<file path="src/rtl/fifo_wr_arbiter_if.sv">
// Requester/FIFO write-side bundle for fifo_wr_arbiter.
// The master drives the requests and the FIFO full flag; the arbiter (slave) drives acks and the write port.
interface fifo_wr_arbiter_if #(
  parameter int WIDTH   = 8,
  parameter int NUM_REQ = 4
);
  logic [NUM_REQ-1:0]       req;
  logic [NUM_REQ-1:0]       last;
  logic [NUM_REQ*WIDTH-1:0] data;
  logic [NUM_REQ-1:0]       ack;
  logic                     fifo_full;
  logic                     fifo_wr_en;
  logic [WIDTH-1:0]         fifo_in;

  modport master (
    output req, last, data, fifo_full,
    input  ack, fifo_wr_en, fifo_in
  );

  modport slave (
    input  req, last, data, fifo_full,
    output ack, fifo_wr_en, fifo_in
  );
endinterface

</file>
<file path="src/rtl/fifo_wr_arbiter.sv">
// Round-robin packet arbiter feeding one FIFO write port.
// A granted requester owns the FIFO until its last beat or until MAX_BEATS beats have been written.
module fifo_wr_arbiter #(
  parameter int WIDTH     = 8,
  parameter int NUM_REQ   = 4,
  parameter int MAX_BEATS = 16
) (
  input  logic               clk,
  input  logic               reset,
  fifo_wr_arbiter_if.slave   bus,
  output logic [NUM_REQ-1:0] o_grant,
  output logic               o_busy,
  output logic               o_pkt_done,
  output logic               o_err_overlong
);

  localparam int IDX_W = $clog2(NUM_REQ);
  localparam int CNT_W = $clog2(MAX_BEATS) + 1;
  localparam logic [IDX_W:0]   NUM_REQ_W = (IDX_W+1)'(NUM_REQ);
  localparam logic [IDX_W-1:0] LAST_IDX  = IDX_W'(NUM_REQ - 1);
  localparam logic [CNT_W-1:0] LIMIT_CNT = CNT_W'(MAX_BEATS - 1);

  typedef enum logic {IDLE, BUSY} state_t;

  state_t             r_state;
  logic [NUM_REQ-1:0] r_grant;
  logic [IDX_W-1:0]   r_owner;
  logic [IDX_W-1:0]   r_rrPtr;
  logic [CNT_W-1:0]   r_beatCnt;
  logic               r_pktDone;
  logic               r_errOverlong;

  logic               w_anyReq;
  logic [IDX_W-1:0]   w_pick;
  logic [WIDTH-1:0]   w_slices [NUM_REQ];
  logic               w_ownerReq;
  logic               w_ownerLast;
  logic               w_xfer;
  logic               w_atLimit;
  logic               w_release;
  logic [IDX_W-1:0]   w_nextPtr;

  // Scan downward so the requester closest to (at or after) r_rrPtr wins.
  always_comb begin
    logic [IDX_W:0] sum;
    w_anyReq = 1'b0;
    w_pick   = '0;
    sum      = '0;
    for (int k = NUM_REQ - 1; k >= 0; k--) begin
      sum = {1'b0, r_rrPtr} + (IDX_W+1)'(k);
      if (sum >= NUM_REQ_W) begin
        sum = sum - NUM_REQ_W;
      end
      if (bus.req[sum[IDX_W-1:0]]) begin
        w_anyReq = 1'b1;
        w_pick   = sum[IDX_W-1:0];
      end
    end
  end

  always_comb begin
    for (int i = 0; i < NUM_REQ; i++) begin
      w_slices[i] = bus.data[i*WIDTH +: WIDTH];
    end
  end

  assign w_ownerReq  = bus.req[r_owner];
  assign w_ownerLast = bus.last[r_owner];
  assign w_xfer      = (r_state == BUSY) && w_ownerReq && !bus.fifo_full;
  assign w_atLimit   = (r_beatCnt == LIMIT_CNT);
  assign w_release   = w_xfer && (w_ownerLast || w_atLimit);
  assign w_nextPtr   = (r_owner == LAST_IDX) ? '0 : r_owner + 1'b1;

  assign bus.fifo_wr_en = w_xfer;
  assign bus.ack        = w_xfer ? r_grant : '0;
  assign bus.fifo_in    = w_xfer ? w_slices[r_owner] : '0;

  assign o_grant        = r_grant;
  assign o_busy         = (r_state == BUSY);
  assign o_pkt_done     = r_pktDone;
  assign o_err_overlong = r_errOverlong;

  // Ownership FSM; a stalled owner keeps the FIFO indefinitely, there is no timeout.
  always_ff @(posedge clk or posedge reset) begin
    if (reset) begin
      r_state       <= IDLE;
      r_grant       <= '0;
      r_owner       <= '0;
      r_rrPtr       <= '0;
      r_beatCnt     <= '0;
      r_pktDone     <= 1'b0;
      r_errOverlong <= 1'b0;
    end else begin
      r_pktDone <= 1'b0;
      case (r_state)
        IDLE: begin
          if (w_anyReq) begin
            r_state   <= BUSY;
            r_owner   <= w_pick;
            r_grant   <= NUM_REQ'(1) << w_pick;
            r_beatCnt <= '0;
          end
        end
        BUSY: begin
          if (w_xfer) begin
            r_beatCnt <= r_beatCnt + 1'b1;
            if (w_release) begin
              r_state   <= IDLE;
              r_grant   <= '0;
              r_rrPtr   <= w_nextPtr;
              r_pktDone <= 1'b1;
              if (!w_ownerLast) begin
                r_errOverlong <= 1'b1;
              end
            end
          end
        end
        default: r_state <= IDLE;
      endcase
    end
  end

  a_noWriteWhenFull: assert property (@(posedge clk) disable iff (reset)
    !(bus.fifo_wr_en && bus.fifo_full));
  a_grantOneHot: assert property (@(posedge clk) disable iff (reset)
    $onehot0(r_grant));
  a_busyHasGrant: assert property (@(posedge clk) disable iff (reset)
    (r_state == BUSY) == (r_grant != '0));

endmodule
</file>
<file path="src/flat_wrapper.sv">
// flat-port wrapper written by rule: the top's interface ports become plain ports
module fifo_wr_arbiter_flat 
#(
  parameter int WIDTH     = 8,
  parameter int NUM_REQ   = 4,
  parameter int MAX_BEATS = 16
)
  (clk, reset, o_grant, o_busy, o_pkt_done, o_err_overlong, bus_req, bus_last, bus_data, bus_fifo_full, bus_ack, bus_fifo_wr_en, bus_fifo_in);
  fifo_wr_arbiter_if #(.WIDTH(WIDTH), .NUM_REQ(NUM_REQ)) bus_i ();
  input  logic clk;
  input  logic reset;
  output logic [NUM_REQ-1:0] o_grant;
  output logic o_busy;
  output logic o_pkt_done;
  output logic o_err_overlong;
  input wire logic [$bits(bus_i.req)-1:0] bus_req;
  input wire logic [$bits(bus_i.last)-1:0] bus_last;
  input wire logic [$bits(bus_i.data)-1:0] bus_data;
  input wire logic [$bits(bus_i.fifo_full)-1:0] bus_fifo_full;
  output wire logic [$bits(bus_i.ack)-1:0] bus_ack;
  output wire logic [$bits(bus_i.fifo_wr_en)-1:0] bus_fifo_wr_en;
  output wire logic [$bits(bus_i.fifo_in)-1:0] bus_fifo_in;
  assign bus_i.req = bus_req;
  assign bus_i.last = bus_last;
  assign bus_i.data = bus_data;
  assign bus_i.fifo_full = bus_fifo_full;
  assign bus_ack = bus_i.ack;
  assign bus_fifo_wr_en = bus_i.fifo_wr_en;
  assign bus_fifo_in = bus_i.fifo_in;
  fifo_wr_arbiter #(.WIDTH(WIDTH), .NUM_REQ(NUM_REQ), .MAX_BEATS(MAX_BEATS)) u_core (.clk(clk), .reset(reset), .bus(bus_i), .o_grant(o_grant), .o_busy(o_busy), .o_pkt_done(o_pkt_done), .o_err_overlong(o_err_overlong));
endmodule
</file>
<file path="config.mk">
export PLATFORM = sky130hd
export DESIGN_NAME = fifo_wr_arbiter_flat
export DESIGN_NICKNAME = d
export VERILOG_FILES = /design/src/rtl/fifo_wr_arbiter_if.sv /design/src/rtl/fifo_wr_arbiter.sv /design/src/flat_wrapper.sv
export SDC_FILE = /design/constraint.sdc
export NUM_CORES = 1
export LEC_CHECK = 0
export ABC_AREA = 1
export CAP_MARGIN = 10
export CORE_MARGIN = 5
export CORE_UTILIZATION = 30
export CTS_CLUSTER_DIAMETER = 150
export DETAILED_ROUTE_END_ITERATION = 10
export HOLD_SLACK_MARGIN = 0.12
export SETUP_SLACK_MARGIN = 0.4
export SYNTH_ARGS = -nofsm -noshare
export SYNTH_HDL_FRONTEND = slang
export SYNTH_SLANG_ARGS = --single-unit
export TNS_END_PERCENT = 100
</file>
<file path="constraint.sdc">
create_clock -name clk -period 2.6 [get_ports clk]
set_input_delay 0.52 -clock clk [delete_from_list [all_inputs] [get_ports clk]]
set_output_delay 0.52 -clock clk [all_outputs]
set_load 0.005 [all_outputs]
</file>
Word-level counts from Yosys, hierarchy flattened
Index checks and enable logic that the tools add are counted.

storage, ports and cells
  logic and storage cells = 89
  input bits = 43
  output and inout bits = 20
  register bits = 16

cells by class
  magnitude comparators = 10
  bitwise gates (word level) = 3
  multiplexer cells = 44
  shift-type cells = 1
  equal/unequal tests = 5
  add/subtract/negate cells = 9
  reduce and logical (&&, ||, !) cells = 10

operators with widths
  kind                                                        count
  two-way mux 8 bit                                           3
  two-way mux 2 bit                                           9
  binary-select mux 8 bit (select 2 bit)                      1
  two-way mux 1 bit                                           16
  two-way mux 4 bit                                           4
  less-than comparator 2 x 3 -> 1 bit, second input constant  5
  binary-select mux 1 bit (select 2 bit)                      6
  >= comparator 3 bit, second input constant                  4
  two-way mux 5 bit                                           2
  case mux 5 bit (2 select lines)                             1
  case mux 4 bit (2 select lines)                             1
  subtractor 2 x 1 -> 2 bit, second input constant            4
  adder 2 x 2 -> 3 bit, second input constant                 2
  AND reduction 3 bit                                         2
  adder 5 x 1 -> 5 bit, second input constant                 1
  == test 5 x 4 -> 1 bit, second input constant               1
  != test 2 bit, second input constant                        2
  AND reduction 2 bit                                         2
  AND reduction 4 bit                                         1
  << shifter 1 x 2 -> 4 bit, first input constant             1
  adder 2 x 1 -> 3 bit, second input constant                 1
  >= comparator 2 x 3 -> 1 bit, second input constant         1
  logical AND 1 bit                                           3
  NOT 2 -> 3 bit                                              1
  other kinds (7)                                             8

Depth between registers and ports, before layout
  depth after elaboration = 12
  mapped depth = 12
  depth with buffers taken out = 11

Least setup slack after synthesis
OpenSTA, ideal clock, no wires.

  kind = in2out
  start point = input bus_req[1]
  end point = output bus_fifo_in[1]
  buffers on the path = 1
  data arrival time = 1.172 ns
  stages = 5
  setup slack = 0.908 ns
  required time = 2.080 ns
  path through = nand2_1 -> nand3_1 -> nand3_4 -> buf_1 -> a21oi_1

between the ends
  word-level cells in the longest chain between the ends = 5

ends and longest elaborated chain
  what                                     line                   RTL
  start: declaration                       flat_wrapper.sv:16     input wire logic [$bits(bus_i.req)-1:0] bus_req;
  binary-select mux 1 bit (select 2 bit)   fifo_wr_arbiter.sv:67  assign w_ownerReq = bus.req[r_owner];
  two-way mux 1 bit (not written as such)  fifo_wr_arbiter.sv:67
  logical AND 1 bit (2 in a row)           fifo_wr_arbiter.sv:69  assign w_xfer = (r_state == BUSY) && w_ownerReq && !bus.fifo_full;
  two-way mux 8 bit                        fifo_wr_arbiter.sv:76  assign bus.fifo_in = w_xfer ? w_slices[r_owner] : '0;
  end: declaration                         flat_wrapper.sv:22     output wire logic [$bits(bus_i.fifo_in)-1:0] bus_fifo_in;

No other way between the ends. The select of a mux whose other input is x is not followed.

Worst setup path after layout
  start point = input bus_data[7]
  end point = output bus_fifo_in[7]

between the ends
  word-level cells in the longest chain between the ends = 4

ends and longest elaborated chain
  what                                                  line                   RTL
  start: declaration                                    flat_wrapper.sv:18     input wire logic [$bits(bus_i.data)-1:0] bus_data;
  binary-select mux 8 bit (select 2 bit)                fifo_wr_arbiter.sv:76
  two-way mux 8 bit (not written as such) (2 in a row)  fifo_wr_arbiter.sv:76
  two-way mux 8 bit                                     fifo_wr_arbiter.sv:76

No other way between the ends. The select of a mux whose other input is x is not followed.

==> metrics.txt <==
status=complete, no violations; WS Path Type=primary input to output pin; crit path max fanout=1; TritonRoute pass-1 iters=4; initial antenna violation count=0; core area=approximately 0.0044 mm2; R2R depth=10; RSZ-0062 raised after global routing=no; number of global-route vias before repair=1644; Worst setup SP type=primary input; max-cap violations=0; #FFs+latches synth=16; Port Buf Inserts=between 60 and 70; Mapped Area=0.00139 mm2; hold path cells=1; final total power=2.30 mW; row count=24; WL per Instance=between 10 and 15 um; CP Capture Type=output pin; hpwl dp=around 3300 um; Lkg Pwr=roughly 1.1 nW; GRT Total Usage=0.153; post-route setup TNS=0 ns; Synth area leaders=dfrtp_1 (29%), nand2_1 (12%), nor2_1 (10%), nand3_1 (7.2%), o21ai_0 (6.9%); DR vias/cell=4.70; final instance area=0.00234 mm2; Initial Util=0.314; worst slew pin tran=roughly 0.6 ns; worst setup margin=0.475 ns; internal power=about 1.2 mW; Hold Buf Count CTS=0; clock tree root buffer cell=clkbuf_8; Placer Congestion=0.783; Detailed Route WL=4500 um; die area=0.00608 mm2; GRT overflow=0; Final Skew=0.00209 ns; Worst EP arrival=1.61 ns; area delta synth->final=68.8%; Ant. Diodes=0; Area after DPL=about 0.0021 mm2; mux cell area share after synthesis=0; Synth area leader=dfrtp_1; clock share of power=0.097; Hold Path Class=flip-flop to flip-flop; clock latency on the worst-skew pair=0.25 ns; number of CTS-inserted buffers=3; clock-pin slew on the worst setup and hold paths=0.06 ns; Final Hold Vio Count=0; total number of vias=1653; fraction of layout cells with a size suffix above 1=0.260; filler instances=420; Tcrit/Tclk final=0.817; switching share of power=0.487; multi-input logic area=927 um2; Synth top area share=0.289; first-pass GRT wire length=7680 um; Synth Area in Compound Gates=0.153; drt initial violations=40; IO Pins=63; Setup violations, final=0; chip height=77.9 um; Synth top cells by count=nand2_1 (46), nor2_1 (38), nand3_1 (20), inv_1 (19), o21ai_0 (19); register area=approximately 400 um2; most common cell in the synthesized netlist=nand2_1; combinational share of power=0.710; clock sink count=16; CTS H-tree lvls=1; Final min period=2.13 ns; sequential share of the synthesized area=0.289; Peak Freq=approximately 0.47 GHz; worst vdd ir=roughly 0.44 mV; Worst Path Required=2.08 ns; Synth Area in Adders=0.0271; count of unique library cells instantiated by Yosys=26; power per cell area=984 mW/mm2; Synth Area in Simple Gates=0.426; Post-synth EDFFs=0; Psw=1.12 mW; worst-case clock buffer depth=2; chip width=77.9 um; main combinational cell family by area after synthesis=simple AND/OR/NAND/NOR gates; final core occ=0.530; pin count of the biggest net entering global routing=20; number of routed nets with antenna violations=0; Remaining DRCs=0; XOR/XNOR share of the synthesized area=0; syn_area_per_cell=approximately 6.4 um2; ys async rst share=1.00; Synth Instances=around 220; max-slew violations=0; ys flop type=dfrtp_1; Slew headroom=0.594; Yosys warnings=0; DP Worst Slack=-0.0763 ns; Layout Nets=about 350; CTS tree=built; Reg power frac=0.193; synthesized net count=262
kinds of logic (layout without fill, tap and decap cells):
group | after synthesis | count (layout)
and+or+nand+nor | 125 | 126
buffers and inverters | 34 | 117
DFF | 16 | 16
adders and majority gates | 3 | 3
AOI/OAI and AO/OA | 38 | 38
cell type report:
type / instances / share of cell area
inverter: 27 / 0.0455
timing repair buffer: 86 / 0.334
tap: 52 / 0.0278
sequential: 16 / 0.172
multi-input combinational: 167 / 0.396
clock buffer: 4 / 0.0235
routing by layer:
layer  vias to the layer above  global-route usage  share of wire
met1                       723               0.210           0.47
met5                         -                   0              0
met3                         4              0.0370          0.085
met2                        63               0.244           0.44
met4                         0              0.0304         0.0076
li1                        863                   -              -
power groups by stage:
stage | logic, mW | registers (mW) | clock network (mW)
4_1_cts | 1.62 | 0.448 | 0.230
3_3_place_gp | 1.45 | 0.442 | 0
3_5_place_dp | 1.45 | 0.442 | 0
5_1_grt | 1.83 | 0.461 | 0.240
6_report | 1.63 | 0.445 | 0.223
2_1_floorplan | 1.01 | 0.405 | 0
worst max-delay path, stage by stage:
cell	delay, ns
clkdlybuf4s50_1	0.46
nor2_1	0.04
nor2_1	0.07
o21ai_0	0.12
a21oi_2	0.16
dlygate4sd2_1	0.24
metrics by stage:
step / std cells / hold slack (ns)
after floorplan: 216 / 0.434
after global placement: 333 / 0.454
after detailed placement: 333 / 0.454
after CTS: 350 / 0.469
after global routing: 352 / 0.484
final: 352 / 0.469
worst paths after layout:
path | start | end | slack [ns]
max in group asynchronous | reset | u_core.o_busy$_DFF_PP0_ | 1.53
min reg2reg | u_core.o_err_overlong$_DFFE_PP0P_ | u_core.o_err_overlong$_DFFE_PP0P_ | 0.47
min in group asynchronous | reset | u_core.o_err_overlong$_DFFE_PP0P_ | 0.64
max | bus_data[7] | bus_fifo_in[7] | 0.47
max reg2reg | u_core.r_owner[0]$_DFFE_PP0P_ | u_core.r_beatCnt[2]$_DFFE_PP0P_ | 0.88
min | u_core.o_err_overlong$_DFFE_PP0P_ | u_core.o_err_overlong$_DFFE_PP0P_ | 0.47
placed cells by master (no fill, tap or decap), types with 4 or more instances in the layout:
cell type	netlist	layout
a21oi_2	0	8
nand2_2	10	14
inv_1	19	19
dlygate4sd2_1	0	15
clkdlybuf4s50_1	0	44
o21ai_0	19	17
inv_2	7	7
nand3_1	20	18
buf_4	0	23
o21ai_2	4	4
clkbuf_8	0	4
nor2_1	38	38
nand2_1	46	42
o21ai_1	2	4
dfrtp_1	16	14
nand3_4	2	5
flip-flops by register name, summed over array words and instances (netlist names):
| register | count |
|---|---|
| u_core.o_pkt_done | 1 |
| u_core.r_beatCnt | 5 |
| u_core.o_busy | 1 |
| u_core.o_grant | 4 |
| u_core.r_rrPtr | 2 |
| u_core.o_err_overlong | 1 |
| u_core.r_owner | 2 |
repair_timing:
item                                    in CTS  in global routing
gates resized for setup                     42                  4
endpoints found under the setup margin      13                  6
setup buffers                               12                  2
cloned                                       1                  0
pin swaps                                    5                  1
No activity file was read; power rests on OpenSTA's default activity.
